**src/rtl/pbus_timer_if.sv**
```systemverilog
// Peripheral strobe bus between a CPU initiator (master) and a register responder (slave).
interface pbus_timer_if;
  logic       p_wr_strobe;
  logic       p_rd_strobe;
  logic [7:0] p_addr;
  logic [7:0] p_dout;
  logic [7:0] p_din;
  logic       p_rd_done;

  modport master (
    output p_wr_strobe, p_rd_strobe, p_addr, p_dout,
    input  p_din, p_rd_done
  );

  modport slave (
    input  p_wr_strobe, p_rd_strobe, p_addr, p_dout,
    output p_din, p_rd_done
  );
endinterface

```
**src/rtl/pbus_timer.sv**
```systemverilog
// Peripheral-bus 8-bit prescaled timer with compare match, overflow flags and irq.
// Optional PBUS_TIMER_RD_CLEAR_EN: a completed STATUS read clears the bits it returned.
module pbus_timer #(
  parameter logic [7:0]  BASE_ADDR    = 8'h10,
  parameter int unsigned READ_LATENCY = 1
) (
  input  logic        i_clk,
  input  logic        i_reset_n,
  pbus_timer_if.slave bus,
  output logic        o_irq
);

  localparam int unsigned DW = 8;
  localparam int unsigned LW = 2;

  typedef enum logic [1:0] {
    ST_IDLE = 2'd0,
    ST_WAIT = 2'd1,
    ST_DONE = 2'd2
  } state_t;

  state_t          r_state;
  state_t          w_state_nxt;
  logic [LW-1:0]   r_lat;
  logic [LW-1:0]   w_lat_nxt;
  logic [DW-1:0]   r_cap;
  logic [DW-1:0]   w_cap_nxt;
  logic [DW-1:0]   r_din;
  logic            r_rd_done;
  logic            r_irq;

  logic [2:0]      r_ctrl;
  logic [DW-1:0]   r_presc;
  logic [DW-1:0]   r_count;
  logic [DW-1:0]   r_compare;
  logic [1:0]      r_status;
  logic [DW-1:0]   r_presc_cnt;

  logic [DW-1:0]   w_off;
  logic            w_hit;
  logic            w_wr_ctrl;
  logic            w_wr_presc;
  logic            w_wr_count;
  logic            w_wr_compare;
  logic            w_wr_status;
  logic [DW-1:0]   w_rdata;

  logic            w_tick;
  logic            w_match;
  logic            w_ovf;
  logic [2:0]      w_ctrl_nxt;
  logic [DW-1:0]   w_presc_nxt;
  logic [DW-1:0]   w_count_nxt;
  logic [DW-1:0]   w_compare_nxt;
  logic [DW-1:0]   w_presc_cnt_nxt;
  logic [1:0]      w_status_clr;
  logic [1:0]      w_status_nxt;

`ifdef PBUS_TIMER_RD_CLEAR_EN
  logic            r_cap_st;
  logic            w_cap_st_nxt;
`endif

  // Address decode; offsets below BASE_ADDR wrap to large values and miss.
  assign w_off        = bus.p_addr - BASE_ADDR;
  assign w_hit        = (w_off <= DW'(4));
  assign w_wr_ctrl    = bus.p_wr_strobe && (w_off == DW'(0));
  assign w_wr_presc   = bus.p_wr_strobe && (w_off == DW'(1));
  assign w_wr_count   = bus.p_wr_strobe && (w_off == DW'(2));
  assign w_wr_compare = bus.p_wr_strobe && (w_off == DW'(3));
  assign w_wr_status  = bus.p_wr_strobe && (w_off == DW'(4));

  always_comb begin
    w_rdata = '0;
    case (w_off)
      DW'(0):  w_rdata = {5'b0, r_ctrl};
      DW'(1):  w_rdata = r_presc;
      DW'(2):  w_rdata = r_count;
      DW'(3):  w_rdata = r_compare;
      DW'(4):  w_rdata = {6'b0, r_status};
      default: w_rdata = '0;
    endcase
  end

  // Read FSM next-state: capture in IDLE, count down in WAIT, one-cycle DONE.
  always_comb begin
    w_state_nxt  = r_state;
    w_lat_nxt    = r_lat;
    w_cap_nxt    = r_cap;
`ifdef PBUS_TIMER_RD_CLEAR_EN
    w_cap_st_nxt = r_cap_st;
`endif
    case (r_state)
      ST_IDLE: begin
        if (bus.p_rd_strobe && w_hit) begin
          w_cap_nxt = w_rdata;
`ifdef PBUS_TIMER_RD_CLEAR_EN
          w_cap_st_nxt = (w_off == DW'(4));
`endif
          if (READ_LATENCY <= 1) begin
            w_state_nxt = ST_DONE;
          end else begin
            w_state_nxt = ST_WAIT;
            w_lat_nxt   = LW'(READ_LATENCY - 1);
          end
        end
      end
      ST_WAIT: begin
        w_lat_nxt = r_lat - LW'(1);
        if (r_lat <= LW'(1)) w_state_nxt = ST_DONE;
      end
      ST_DONE: w_state_nxt = ST_IDLE;
      default: w_state_nxt = ST_IDLE;
    endcase
  end

  // Timer and register next values; CPU writes beat same-cycle tick updates.
  always_comb begin
    w_tick   = r_ctrl[0] && (r_presc_cnt == r_presc);
    w_match  = w_tick && (r_count == r_compare);
    w_ovf    = w_tick && (r_count == 8'hFF) && !(w_match && r_ctrl[1]);

    w_ctrl_nxt    = w_wr_ctrl    ? bus.p_dout[2:0] : r_ctrl;
    w_presc_nxt   = w_wr_presc   ? bus.p_dout      : r_presc;
    w_compare_nxt = w_wr_compare ? bus.p_dout      : r_compare;

    w_presc_cnt_nxt = r_presc_cnt;
    if (w_wr_count)     w_presc_cnt_nxt = '0;
    else if (r_ctrl[0]) w_presc_cnt_nxt = w_tick ? '0 : r_presc_cnt + DW'(1);

    w_count_nxt = r_count;
    if (w_wr_count)  w_count_nxt = bus.p_dout;
    else if (w_tick) w_count_nxt = (w_match && r_ctrl[1]) ? '0 : r_count + DW'(1);

    w_status_clr = w_wr_status ? bus.p_dout[1:0] : 2'b00;
`ifdef PBUS_TIMER_RD_CLEAR_EN
    if ((r_state == ST_DONE) && r_cap_st) w_status_clr = w_status_clr | r_cap[1:0];
`endif
    w_status_nxt = (r_status & ~w_status_clr) | {w_ovf, w_match};
  end

  always_ff @(posedge i_clk or negedge i_reset_n) begin
    if (!i_reset_n) begin
      r_state     <= ST_IDLE;
      r_lat       <= '0;
      r_cap       <= '0;
      r_din       <= '0;
      r_rd_done   <= 1'b0;
      r_irq       <= 1'b0;
      r_ctrl      <= '0;
      r_presc     <= '0;
      r_count     <= '0;
      r_compare   <= '0;
      r_status    <= '0;
      r_presc_cnt <= '0;
`ifdef PBUS_TIMER_RD_CLEAR_EN
      r_cap_st    <= 1'b0;
`endif
    end else begin
      r_state     <= w_state_nxt;
      r_lat       <= w_lat_nxt;
      r_cap       <= w_cap_nxt;
      r_din       <= (w_state_nxt == ST_DONE) ? w_cap_nxt : '0;
      r_rd_done   <= (w_state_nxt == ST_DONE);
      r_irq       <= w_ctrl_nxt[2] && (w_status_nxt != 2'b00);
      r_ctrl      <= w_ctrl_nxt;
      r_presc     <= w_presc_nxt;
      r_count     <= w_count_nxt;
      r_compare   <= w_compare_nxt;
      r_status    <= w_status_nxt;
      r_presc_cnt <= w_presc_cnt_nxt;
`ifdef PBUS_TIMER_RD_CLEAR_EN
      r_cap_st    <= w_cap_st_nxt;
`endif
    end
  end

  assign bus.p_din     = r_din;
  assign bus.p_rd_done = r_rd_done;
  assign o_irq         = r_irq;

endmodule

```
**src/flat_wrapper.sv**
```systemverilog
// flat-port wrapper written by rule: the top's interface ports become plain ports
module pbus_timer_flat 
#(
  parameter logic [7:0]  BASE_ADDR    = 8'h10,
  parameter int unsigned READ_LATENCY = 1
)
  (i_clk, i_reset_n, o_irq, bus_p_wr_strobe, bus_p_rd_strobe, bus_p_addr, bus_p_dout, bus_p_din, bus_p_rd_done);
  pbus_timer_if bus_i ();
  input  logic i_clk;
  input  logic i_reset_n;
  output logic o_irq;
  input wire logic [$bits(bus_i.p_wr_strobe)-1:0] bus_p_wr_strobe;
  input wire logic [$bits(bus_i.p_rd_strobe)-1:0] bus_p_rd_strobe;
  input wire logic [$bits(bus_i.p_addr)-1:0] bus_p_addr;
  input wire logic [$bits(bus_i.p_dout)-1:0] bus_p_dout;
  output wire logic [$bits(bus_i.p_din)-1:0] bus_p_din;
  output wire logic [$bits(bus_i.p_rd_done)-1:0] bus_p_rd_done;
  assign bus_i.p_wr_strobe = bus_p_wr_strobe;
  assign bus_i.p_rd_strobe = bus_p_rd_strobe;
  assign bus_i.p_addr = bus_p_addr;
  assign bus_i.p_dout = bus_p_dout;
  assign bus_p_din = bus_i.p_din;
  assign bus_p_rd_done = bus_i.p_rd_done;
  pbus_timer #(.BASE_ADDR(BASE_ADDR), .READ_LATENCY(READ_LATENCY)) u_core (.i_clk(i_clk), .i_reset_n(i_reset_n), .bus(bus_i), .o_irq(o_irq));
endmodule
```
**config.mk**
```make
export PLATFORM = sky130hd
export DESIGN_NAME = pbus_timer_flat
export DESIGN_NICKNAME = d
export VERILOG_FILES = /design/src/rtl/pbus_timer_if.sv /design/src/rtl/pbus_timer.sv /design/src/flat_wrapper.sv
export SDC_FILE = /design/constraint.sdc
export NUM_CORES = 1
export LEC_CHECK = 0
export CORE_MARGIN = 2
export CORE_UTILIZATION = 50
export DETAILED_ROUTE_END_ITERATION = 8
export GPL_TIMING_DRIVEN = 0
export PLACE_DENSITY = 0.72
export SYNTH_ARGS = -nofsm -noshare
export SYNTH_HDL_FRONTEND = slang
export SYNTH_SLANG_ARGS = --single-unit
```
**constraint.sdc**
```tcl
create_clock -name i_clk -period 3.7 [get_ports i_clk]
set_input_delay 0.74 -clock i_clk [delete_from_list [all_inputs] [get_ports i_clk]]
set_output_delay 0.74 -clock i_clk [all_outputs]
set_load 0.1 [all_outputs]
```
==> summary.md, run 1 <==
| Metric | Value |
|---|---|
| Post-cts sizing count | 0 |
| Crit-path max FO | 10 |
| CP Launch Type | input port |
| Leak Pwr | 1.59 nW |
| Register area share after synthesis | 0.495 |
| H-tree depth | 3 |
| Setup Skew | ~0.011 ns |
| Clock buffer depth | 2 |
| Clock transition at path regs | 0.07 ns |
| Initial antenna violation count | 0 |
| DR DRC count | 0 |
| Top cell type's share of synthesized area | 0.495 |
| Worst reg2reg path depth | 6 |
| Final setup fails | 0 |
| Largest stage delay, worst path | roughly 0.56 ns |
| Synth area leaders | dfrtp_1 50%, mux2_2 9.4%, a22o_1 3.2% |
| Status | complete, no violations |
| Post-synth EDFFs | 0 |
| Worst setup margin | around 0.92 ns |
| Top post-synthesis cells by count | 59 x dfrtp_1, 25 x mux2_2, 15 x nor2_1, 12 x nand2_1 |
| Diodes inserted | 0 |
| Hold Crit Class | reg -> reg |
| CP startpoint | bus_p_addr[3] |
| Die width | a little over 80 um |
| Netlist cell types | between 40 and 50 |
| Synth Area per Inst | 11.1 sq um |
| Reg2Reg Launch Point | u_core.r_presc_cnt[5]$_DFFE_PN0P_ |
| Net Count, Synth | between 200 and 300 |
| Core area | 5850 sq um |
| Post-layout util | 0.614 |
| Max_cap viols | 0 |
| Grt ovf | 0 |
| Antenna-violating nets left | 0 |
| Crit path cell chain | clkdlybuf4s50_1 -> or4b_4 -> nor4b_4 -> nand3b_1 -> buf_2 -> nor2_1 -> a31oi_1 |
| DRT iter0 DRCs | 174 |
| CTS Buf Count | 9 |
| Die ar. | roughly 6600 sq um |
| Arr. time, crit path | a little under 3 ns |
| Number of synthesized register bits | just under 60 |
| Place WS | between 0.5 and 0.6 ns |
| Root buf cell | clkbuf_8 |
| Top-count cell post-synth | dfrtp_1 |
| Worst Setup EP | u_core.r_count[6]$_DFFE_PN0P_ |
| Setup Crit Path Kind | in -> reg |
| Pwr/cell area | around 440 nW/um^2 |
| CTS Hold Buffers Added | 0 |
| Layout cells sized above 1 | 0.160 |
| Clock latency on the worst-skew pair | roughly 0.34 ns |
| DR vias/cell | 5.92 |
| Slowest CP cell | or4b_4 |
| Critical path capture point type | flop |
| First-pass GRT wire length | roughly 11000 um |
| Final Hold Viols | 0 |
| Row cnt | 28 |
| VDD IR max | about 0.26 mV |
| Gpl congestion | just under 0.9 |
| # clock sinks | 59 |
| Final min period | approximately 2.8 ns |
| Postcts setup bufs | 0 |
| Placed inst area | around 3400 sq um |
| Initial core utilization | 0.509 |
| Worst slew margin | 0.357 |
| Cells after synthesis | roughly 270 |
| IO Count | 30 |
| Port Buffers | 27 |
| Number of global-route vias before repair | 2239 |
| Cell taking the most area after synthesis | dfrtp_1 |
| Max Fclk | ~360 MHz |
| DP HPWL | 4820 um |
| Slew Limit Fails | 0 |
| Worst R2R End | u_core.o_irq$_DFF_PN0_ |
| Fin area | ~3600 sq um |
| Largest net degree at the start of global routing | 39 |
| Via count | roughly 2300 |
| Mapped Area | between 2000 and 3000 sq um |
| CTS tree | built |
| Avg WL per Cell | 17.0 um |
| Primary FF master, synth | dfrtp_1 |
| Worst Tran Pin Value | between 0.9 and 1 ns |
| Setup TNS | 0 ns |
| Area growth from synthesis to layout | 20.6% |
| Period Utilization, post-route | 0.751 |
| First drt pass iteration count | 4 |
| Worst EP required | between 3 and 4 ns |
| Unrepaired setup endpoints after global routing | false |
| Die height | 81.2 um |
| Asr flop ratio synth | 1.00 |
| DRT Wirelength | about 6600 um |
| Yosys warning total | 0 |
| Flop-to-flop setup slack | 1.34 ns |
| Total GRT Usage | 0.218 |
| Final #Nets | between 300 and 400 |
-- worst max-delay path: cells and delay by family --
kind / cells / cell delay (ns)
and+or+nand+nor: 4 / 1.46
buffers and inverters: 2 / 0.72
AOI/OAI and AO/OA: 1 / 0.05
-- registers in the layout, indices dropped and copies added, names as in the netlist --
| signal | count |
|---|---|
| u_core.r_presc_cnt | 8 |
| u_core.r_count | 8 |
| u_core.r_compare | 8 |
| u_core.r_lat | 2 |
| u_core.r_presc | 8 |
| u_core.o_irq | 1 |
| u_core.r_state | 2 |
| u_core.r_cap | 8 |
| u_core.r_status | 2 |
| u_core.bus.p_rd_done | 1 |
| u_core.bus.p_din | 8 |
| u_core.r_ctrl | 3 |
-- cells by family after synthesis --
kind of cell	count (synthesis)	synth area share
muxes	32	0.122
adders and majority gates	3	0.0126
xor gates and xnor gates	17	0.0500
buffers and inverters	17	0.0235
and+or+nand+nor	84	0.166
AOI/OAI and AO/OA	56	0.130
DFF	59	0.495
-- how the worst min path moves through the flow --
stage | startpoint | endpoint | slack, ns | depth (start not counted)
after floorplan | i_reset_n | u_core.bus.p_din[0]$_DFF_PN0_ | 0.44 | 0
after detailed placement | u_core.r_cap[6]$_DFF_PN0_ | u_core.r_cap[6]$_DFF_PN0_ | 0.48 | 1
after global placement | u_core.r_lat[0]$_DFFE_PN0N_ | u_core.r_lat[0]$_DFFE_PN0N_ | 0.47 | 1
after global routing | u_core.r_lat[0]$_DFFE_PN0N_ | u_core.r_lat[0]$_DFFE_PN0N_ | 0.53 | 1
final | u_core.r_cap[4]$_DFF_PN0_ | u_core.r_cap[4]$_DFF_PN0_ | 0.50 | 1
after CTS | u_core.r_cap[4]$_DFF_PN0_ | u_core.r_cap[4]$_DFF_PN0_ | 0.50 | 1
-- area by class of cell --
class / count / area (sq um)
clock buffers: 10 / 138
clock inverters: 6 / 88.8
plain buffers: 12 / 51.3
inverters: 5 / 18.8
well taps: 75 / 93.8
multi-input cells: 192 / 1430
repair buffers: 28 / 293
fillers: 486 / 2260
flip-flops and latches: 59 / 1480
-- stage by stage --
step	total power, mW	instances	hold WS (ns)
floorplan	0.866	268	0.444
global placement	0.936	370	0.471
detailed placement	0.946	371	0.483
CTS	1.61	387	0.504
global route	1.67	387	0.527
finish	1.60	387	0.497
-- report_power, final --
group	leakage [nW]	total (mW)	internal [mW]	switching (mW)
Clock	0.108	0.663	0.397	0.265
Sequential	0.767	0.731	0.685	0.0458
Combinational	0.715	0.204	0.105	0.0996
Total	1.59	1.60	1.19	0.411
-- layout by cell type (no fill, tap or decap), types with 4 or more instances in the layout --
master	instances
dfrtp_1	59
clkdlybuf4s50_1	26
mux2_2	25
nor2_1	15
nand2_1	12
o21ai_0	11
a22o_1	11
nand3_1	10
and2_1	10
clkbuf_8	10
xnor2_1	9
clkbuf_1	9
a31oi_1	9
xor2_1	8
a21oi_1	8
and3_1	7
nor3b_1	6
mux2i_1	6
inv_1	5
a32o_1	5
nand4_1	4
-- layer usage --
layer / wire [um] / share of wire / GRT usage / up-vias
met5: 0 / 0 / 0 / -
met2: 3220 / 0.49 / 0.343 / 64
met1: 3010 / 0.46 / 0.289 / 1150
met4: 93 / 0.014 / 0.108 / 0
li1: - / - / - / 1069
met3: 267 / 0.040 / 0.0411 / 9
Note: power is estimated with default switching activity, not from simulation.
==> inputs of run 2 (changes only) <==
PLACE_DENSITY = 0.75   (was 0.72)
clock period = 2.32 ns   (was 3.7 ns; I/O delays follow)
==> summary.md, run 2 (synthesis gave the netlist of run 1 again) <==
| Metric | Value |
|---|---|
| Status | complete, no violations (unchanged) |
| Setup Skew | 0.00744 ns (was 0.0107 ns) |
| Filler Cell Count | 491 (was 486) |
| Final #Nets | 335 (was 330) |
| Post-layout util | 0.618 (was 0.614) |
| P_sw | 0.619 mW (was 0.411 mW) |
| DRT iter0 DRCs | 146 (was 174) |
| Largest net degree at the start of global routing | 41 (was 39) |
| Grt ovf | 0 (unchanged) |
| Worst slew margin | 0.357 (about the same) |
| Clock buffer depth | 2 (unchanged) |
| CP Launch Type | input port (unchanged) |
| Slew Limit Fails | 0 (unchanged) |
| Max_cap viols | 0 (unchanged) |
| VDD IR max | 0.452 mV (was 0.255 mV) |
| Area growth from synthesis to layout | 21.2% (was 20.6%) |
| DP HPWL | 4720 um (was 4820 um) |
| Clock transition at path regs | 0.06 ns (was 0.07 ns) |
| Row cnt | 28 (unchanged) |
| Max Fclk | ~430 MHz |
| CTS Buf Count | 9 (unchanged) |
| Die width | 81.2 um (unchanged) |
| Commonest non-fill, non-tap cell in the layout | dfrtp_1 (unchanged) |
| Clk pwr share | 0.359 (was 0.415) |
| Crit-path max FO | 8 (was 10) |
| DR DRC count | 0 (unchanged) |
| WHS | 0.0615 ns (was 0.497 ns) |
| Initial antenna violation count | 0 (unchanged) |
| Place WS | -0.511 ns (was 0.576 ns) |
| Antenna-violating nets left | 0 (unchanged) |
| Final setup fails | 0 (unchanged) |
| # clock sinks | 59 (unchanged) |
| Pwr/cell area | 649 nW/um^2 (was 445 nW/um^2) |
| Layout cells sized above 1 | 0.180 (was 0.160) |
| Die height | 81.2 um (unchanged) |
| First drt pass iteration count | 4 (unchanged) |
| Port Buffers | 27 (unchanged) |
| Gpl congestion | 0.946 (was 0.871) |
| Avg WL per Cell | 17.0 um (about the same) |
| Total GRT Usage | 0.230 (was 0.218) |
| Die ar. | 6590 sq um (unchanged) |
| Worst setup margin | 0.00424 ns (was 0.922 ns) |
| Worst EP required | 2.55 ns (was 3.91 ns) |
| Initial core utilization | 0.509 (unchanged) |
| CTS Hold Buffers Added | 0 (unchanged) |
| Switching Share | 0.264 (was 0.257) |
| Period Utilization, post-route | 0.998 |
| DR vias/cell | 5.85 (was 5.92) |
| Final Hold Viols | 0 (unchanged) |
| Fin area | 3610 sq um (was 3590 sq um) |
| P_int | 1.72 mW (was 1.19 mW) |
| First-pass GRT wire length | 11100 um (was 10700 um) |
| Placed inst area | 3360 sq um (was 3370 sq um) |
| CTS tree | built (unchanged) |
| Setup Crit Path Kind | in -> reg (unchanged) |
| Commonest cells after routing, fill and taps aside | 59 x dfrtp_1, 24 x mux2_2, 24 x clkdlybuf4s50_1 (was 59 x dfrtp_1, 26 x clkdlybuf4s50_1, 25 x mux2_2) |
| Diodes inserted | 0 (unchanged) |
| Number of global-route vias before repair | 2272 (was 2239) |
| Core area | 5850 sq um (unchanged) |
| H-tree depth | 3 (unchanged) |
| Via count | 2287 (was 2292) |
| Final min period | 2.32 ns |
| Hold Crit Class | in -> async (was reg -> reg) |
| Sequential power share | 0.498 (was 0.458) |
| Unrepaired setup endpoints after global routing | true (was false) |
| Combinational power share | 0.143 (was 0.128) |
| Leak Pwr | 1.63 nW (was 1.59 nW) |
| Clock latency on the worst-skew pair | 0.35 ns (was 0.34 ns) |
| Worst Tran Pin Value | 0.962 ns (was 0.961 ns) |
| IO Count | 30 (unchanged) |
| Root buf cell | clkbuf_8 (unchanged) |
| Critical path capture point type | flop (unchanged) |
| DRT Wirelength | 6650 um (was 6600 um) |
| Arr. time, crit path | 2.55 ns (was 2.98 ns) |
## run 2: cell types whose count changed in the layout (fill, tap and decap cells not counted), sizes merged
cell           delta
bufinv            -2
buf               +5
clkbuf            +3
dlymetal6s2s      +2
clkdlybuf4s50     -2
clkinvlp          -2
## run 2: cell type report
cell class	instances	area [sq um]	area share
clock inverters	2	10.0	0.00277
plain buffers	12	61.3	0.0170
flip-flops and latches	59	1480	0.409
clock buffers	13	169	0.0467
repair buffers	33	328	0.0907
multi-input cells	192	1460	0.403
well taps	75	93.8	0.0260
inverters	5	18.8	0.00519
## run 2: timing repair
action / in CTS / in global routing
buffers inserted: 3 / 2
endpoints found under the setup margin: 20 / 19
resized for setup: 2 / 8
pin swaps: 2 / 3
hold endpoints to repair: 0 / 0
## run 2: power groups by stage
stage	Sequential [mW]	Combinational, mW	Clock (mW)
2_1_floorplan	1.17	0.210	0
4_1_cts	1.16	0.328	0.861
6_report	1.17	0.336	0.842
5_1_grt	1.18	0.373	0.910
3_5_place_dp	1.18	0.326	0
3_3_place_gp	1.18	0.314	0
## run 2: per-stage QoR
step / power [mW] / std cells / setup TNS, ns
after CTS: 2.35 / 389 / 0
after global placement: 1.49 / 370 / -76.34
after detailed placement: 1.51 / 371 / -15.48
after global routing: 2.46 / 391 / -0.325
final: 2.34 / 391 / 0
after floorplan: 1.38 / 268 / 0
## run 2: path summary, 6_finish.rpt
kind	slack [ns]	end	cells after the start	from
hold reg to reg	0.48	u_core.r_lat[0]$_DFFE_PN0N_	1	u_core.r_lat[0]$_DFFE_PN0N_
hold / removal	0.06	u_core.bus.p_din[7]$_DFF_PN0_	1	i_reset_n
setup / recovery	0.004	u_core.r_compare[5]$_DFFE_PN0P_	6	bus_p_addr[6]
min in group i_clk	0.48	u_core.r_lat[0]$_DFFE_PN0N_	1	u_core.r_lat[0]$_DFFE_PN0N_
setup reg to reg	0.12	u_core.o_irq$_DFF_PN0_	6	u_core.r_presc_cnt[3]$_DFFE_PN0P_
max in group asynchronous	1.69	u_core.r_count[7]$_DFFE_PN0P_	2	i_reset_n
## run 2: worst max-delay path, stage by stage
cell,delay (ns)
clkdlybuf4s50_1,0.41
or4b_4,0.55
nor4b_4,0.39
and3_1,0.23
buf_6,0.16
mux2_2,0.34
## run 2: routing by layer
layer	part of all wire	up-vias	track usage
met5	0	-	0
met4	0.024	0	0.108
met3	0.045	16	0.0644
met2	0.49	59	0.363
met1	0.44	1129	0.292
li1	-	1083	-
==> RTL change 1 (config.mk and constraints of run 2) <==
Build with the macro `PBUS_TIMER_RD_CLEAR_EN` defined.
--- a/src/rtl/pbus_timer.sv
+++ b/src/rtl/pbus_timer.sv
@@ -1,5 +1,7 @@
 // Peripheral-bus 8-bit prescaled timer with compare match, overflow flags and irq.
 // Optional PBUS_TIMER_RD_CLEAR_EN: a completed STATUS read clears the bits it returned.
+`define PBUS_TIMER_RD_CLEAR_EN
+
 module pbus_timer #(
   parameter logic [7:0]  BASE_ADDR    = 8'h10,
   parameter int unsigned READ_LATENCY = 1
Behaviour: not the same (Yosys sat finds a counterexample within 10 cycles, from zero or initial values and one cycle with i_reset_n low).
==> RTL change 1 against run 2 <==
Core utilization up 1.3 points; synthesized area increased by 2.8%; sequential cell count grew 1; routed wire length is 3.9% higher; maximum frequency grew 2.4%; cell area is 3.4% higher; setup slack improved by 0.054 ns; critical path depth is 5 lower; register-to-register slack better by 0.15 ns.
Power is not compared: it rests on default switching activity, and its combinational part moved more than twofold at a synthesized area within 25%.
==> RTL change 1: results (changes against run 2) <==
CP Data Arrival Time = 1.80 ns (was 2.55 ns)
Area contributors post-synth = dfrtp_1 (49%), mux2_2 (8.8%), xor2_1 (4.0%), a31oi_1 (3.5%), xnor2_1 (2.6%) (was dfrtp_1 (50%), mux2_2 (9.4%), a22o_1 (3.2%), xnor2_1 (2.6%), xor2_1 (2.4%))
number of global-route vias before repair = 2218 (was 2272)
final WL = 6910 um (was 6650 um)
Top delay family on crit path = buffers and inverters (was simple AND/OR/NAND/NOR gates)
IO Port Bufs = 26 (was 27)
commonest cells in the netlist = dfrtp_1 (60), mux2_2 (24), nor2_1 (20) (was dfrtp_1 (59), mux2_2 (25), nor2_1 (15))
Mean Syn Cell Area = 11.1 um2 (about the same)
Slowest-stage cell, CP = clkdlybuf4s50_1 (was or4b_4)
largest net degree at the start of global routing = 33 (was 41)
placed cells = 377 (was 371)
worst r2r src = u_core.r_count[3] (was u_core.r_presc_cnt[3])
first-pass GRT wire length = 11000 um (was 11100 um)
RePlAce Congestion = 0.863 (was 0.946)
Synth Area in Compound Gates = 0.117 (was 0.130)
cts bufs inserted = 9 (unchanged)
final hold slack = 0.153 ns (was 0.0615 ns)
reg-to-reg slack, setup = 0.27 ns (was 0.12 ns)
fill cell count = 489 (was 491)
critical path fanouts, max = 1 (was 8)
Post-synth ARST share = 1.00 (unchanged)
initial drt markers = 190 (was 146)
Syn Nets = 298 (was 291)
Resize count post-CTS = 1 (was 2)
clk_skew = 0.00645 ns (was 0.00744 ns)
vias after detailed routing = 2266 (was 2287)
Post-Place Setup Slack = -0.438 ns (was -0.511 ns)
dpl cell area = 3430 um2 (was 3360 um2)
sequential share of the synthesized area = 0.490 (was 0.495)
total track usage = 0.223 (was 0.230)
share of layout cells above drive strength 1 = 0.213 (was 0.180)
worst-case reg-to-reg path depth = 5 (was 6)
Final nets = 338 (was 335)
Worst path max stage delay = 1.12 ns (was 0.55 ns)
status = finished clean (unchanged)
Adder-Cell Fraction of Synth Area = 0.0123 (was 0.0126)
XOR/XNOR share of the synthesized area = 0.0658 (was 0.0500)
H-Tree Depth = 3 (unchanged)
Setup Buffers After CTS = 0 (was 3)
post-route insts no fill = 395 (was 391)
Area growth syn-to-layout = 21.9% (was 21.2%)
RR Endpoint = u_core.r_count[4] (was u_core.o_irq)
Least-Margin Pin Slew = 0.967 ns (was 0.962 ns)
post-DP HPWL = 4830 um (was 4720 um)
mux contribution to synthesized area = 0.102 (was 0.122)
RTL change 1: worst max path at each step:
stage | from | endpoint | slack, ns | cells after the start
2_1_floorplan | bus_p_addr[3] | u_core.bus.p_din[2] | 0.28 | 5
3_3_place_gp | i_reset_n | u_core.r_presc[3] | -1.09 | 1
3_5_place_dp | bus_p_addr[1] | u_core.r_count[3] | -0.44 | 6
4_1_cts | bus_p_addr[3] | u_core.r_count[3] | 0.001 | 6
5_1_grt | u_core.bus.p_din[3] | bus_p_din[3] | 0.004 | 1
6_report | u_core.bus.p_din[5] | bus_p_din[5] | 0.06 | 1
RTL change 1: cell families (layout without fill, tap and decap cells):
logic type	Yosys count	after routing
AND/OR/NAND/NOR	91	91
multiplexers	27	27
buffers and inverters	19	64
flip-flops	60	60
adder cells (fa/ha/maj)	3	3
XOR/XNOR	23	23
AO/OA/AOI/OAI	52	52
RTL change 1: final cells by class:
cell class | count | share of cell area
Tap cell | 75 | 0.0251
Clock inverter | 7 | 0.0271
Multi-Input combinational cell | 196 | 0.409
Buffer | 11 | 0.0141
Sequential cell | 60 | 0.402
Timing Repair Buffer | 29 | 0.0811
Inverter | 8 | 0.00804
Clock buffer | 9 | 0.0332
RTL change 1: per-layer routing:
metal,routed length [um],vias to the layer above,GRT usage
li1,-,1079,-
met1,3110,1115,0.289
met2,3370,64,0.349
met3,355,8,0.0750
met4,78,0,0.0750
met5,0,-,0
RTL change 1: power groups by stage:
| stage | logic (mW) | registers, mW | clock network [mW] |
|---|---|---|---|
| floorplan | 0.524 | 1.32 | 0 |
| global placement | 0.670 | 1.35 | 0 |
| detailed placement | 0.688 | 1.37 | 0 |
| CTS | 0.696 | 1.35 | 1.08 |
| global route | 0.818 | 1.37 | 1.12 |
| finish | 0.728 | 1.35 | 1.06 |
==> RTL change 2 (flow settings as in run 2) <==
Made on the original files. Take the reset off `r_din` and load it in a clocked block of its own.
--- a/src/rtl/pbus_timer.sv
+++ b/src/rtl/pbus_timer.sv
@@ -144,7 +144,6 @@
       r_state     <= ST_IDLE;
       r_lat       <= '0;
       r_cap       <= '0;
-      r_din       <= '0;
       r_rd_done   <= 1'b0;
       r_irq       <= 1'b0;
       r_ctrl      <= '0;
@@ -160,7 +159,6 @@
       r_state     <= w_state_nxt;
       r_lat       <= w_lat_nxt;
       r_cap       <= w_cap_nxt;
-      r_din       <= (w_state_nxt == ST_DONE) ? w_cap_nxt : '0;
       r_rd_done   <= (w_state_nxt == ST_DONE);
       r_irq       <= w_ctrl_nxt[2] && (w_status_nxt != 2'b00);
       r_ctrl      <= w_ctrl_nxt;
@@ -175,6 +173,10 @@
     end
   end
 
+  always_ff @(posedge i_clk) begin
+    r_din <= (w_state_nxt == ST_DONE) ? w_cap_nxt : '0;
+  end
+
   assign bus.p_din     = r_din;
   assign bus.p_rd_done = r_rd_done;
   assign o_irq         = r_irq;
Behaviour: differs if i_reset_n is asserted again (counterexample within 4 cycles, from zero or initial values and one cycle with i_reset_n low); with i_reset_n held inactive, the same outputs for 4 cycles.
==> RTL change 2 against run 2 <==
Setup slack improved by 0.054 ns; total power rose by 19%; largest cell class is now multi-input combinational cells; via count rose by 3.9%; sequential power rose by 15%; maximum frequency rose by 2.4%; first-iteration DRC count rose by 40%; routed wire length rose by 7.8%; clock skew rose by 0.0019 ns; synthesized area fell by 0.63%; cell area fell by 0.48%; register-to-register slack improved by 0.08 ns; global-route usage rose by 0.74 points; sequential cell count did not move; largest power group unchanged; sequential share of layout area fell by 0.91 points.
==> RTL change 2: results (changes against run 2) <==
M2 GR Usage = 0.350 (was 0.363)
Adder-Cell Fraction of Synth Area = 0.0127 (was 0.0126)
synth unique cells = 47 (was 44)
RePlAce Congestion = 0.897 (was 0.946)
mux contribution to synthesized area = 0.103 (was 0.122)
Met3 Routed Length = 527 um (was 302 um)
Resize count post-CTS = 1 (was 2)
Least-Margin Pin Slew = 0.972 ns (was 0.962 ns)
clk pwr = 0.848 mW (was 0.842 mW)
Slowest-stage cell, CP = clkdlybuf4s50_1 (was or4b_4)
Synth Area in Compound Gates = 0.129 (was 0.130)
crit path launch = u_core.o_irq (was bus_p_addr[6])
clk_skew = 0.00937 ns (was 0.00744 ns)
final period utilization = 0.975 (was 0.998)
synth warn = 0 (unchanged)
critical path fanouts, max = 1 (was 8)
metal1 wirelength = 3200 um (was 2950 um)
worst r2r src = u_core.r_count[6] (was u_core.r_presc_cnt[3])
RR Endpoint = u_core.r_count[6] (was u_core.o_irq)
Top delay family on crit path = buffers and inverters (was simple AND/OR/NAND/NOR gates)
status = finished clean (unchanged)
Post-Place Setup Slack = -0.453 ns (was -0.511 ns)
CP Data Arrival Time = 1.80 ns (was 2.55 ns)
largest net degree at the start of global routing = 32 (was 41)
H-Tree Depth = 3 (unchanged)
XOR/XNOR share of the synthesized area = 0.0651 (was 0.0500)
first-pass GRT wire length = 11400 um (was 11100 um)
global routing usage on met1 = 0.324 (was 0.292)
sequential share of power = 0.486 (was 0.498)
IO Port Bufs = 28 (was 27)
Routed WL per cell = 17.8 um (was 17.0 um)
Psw = 0.927 mW (was 0.619 mW)
metal2 WL = 3230 um (was 3240 um)
Setup Buffers After CTS = 0 (was 3)
share of layout cells above drive strength 1 = 0.174 (was 0.180)
Max VDD drop = 378 uV (was 452 uV)
post-DP HPWL = 5100 um (was 4720 um)
initial drt markers = 205 (was 146)
Final nets = 345 (was 335)
sequential share of the synthesized area = 0.485 (was 0.495)
Syn Nets = 302 (was 291)
cts bufs inserted = 9 (unchanged)
fill cell count = 492 (was 491)
vias after detailed routing = 2377 (was 2287)
final hold slack = 0.0866 ns (was 0.0615 ns)
commonest cells in the netlist = dfrtp_1 (51), xor2_1 (19), mux2_2 (18) (was dfrtp_1 (59), mux2_2 (25), nor2_1 (15))
DRT Pass-1 Iters = 4 (unchanged)
Area contributors post-synth = dfrtp_1 (43%), mux2_2 (6.8%), xor2_1 (5.6%), dfxtp_1 (5.4%), mux2i_1 (2.7%) (was dfrtp_1 (50%), mux2_2 (9.4%), a22o_1 (3.2%), xnor2_1 (2.6%), xor2_1 (2.4%))
Post-synth ARST share = 0.864 (was 1.00)
reg-to-reg slack, setup = 0.20 ns (was 0.12 ns)
Setup crit end = o_irq (was u_core.r_compare[5])
met3 usage = 0.0778 (was 0.0644)
number of global-route vias before repair = 2269 (was 2272)
Worst path max stage delay = 1.12 ns (was 0.55 ns)
total track usage = 0.237 (was 0.230)
clock share of power = 0.305 (was 0.359)
Max Cap Viol = 0 (unchanged)
Leak Pwr = 1.60 nW (was 1.63 nW)
## RTL change 2: cell types whose count changed after synthesis, sizes merged, moves of 6 or more
cell	change
xnor2	-6
dfxtp	+8
a21oi	+6
a22o	-11
mux2	-7
nor3	+6
dfrtp	-8
xor2	+11
a311oi	+6
## RTL change 2: layout make-up
class | count | area [um2] | area share
inverters | 9 | 33.8 | 0.00939
clock buffers | 10 | 138 | 0.0383
clock inverters | 6 | 41.3 | 0.0115
plain buffers | 10 | 46.3 | 0.0129
multi-input cells | 201 | 1470 | 0.409
well taps | 75 | 93.8 | 0.0261
repair buffers | 32 | 335 | 0.0932
flip-flops and latches | 59 | 1440 | 0.399
## RTL change 2: stage by stage
| step | instance area (um2) | setup TNS, ns | cells |
|---|---|---|---|
| floorplan | 2960 | 0 | 279 |
| global placement | 3340 | -45.65 | 382 |
| detailed placement | 3350 | -9.69 | 383 |
| CTS | 3540 | 0 | 399 |
| global route | 3600 | 0 | 402 |
| finish | 3600 | 0 | 402 |
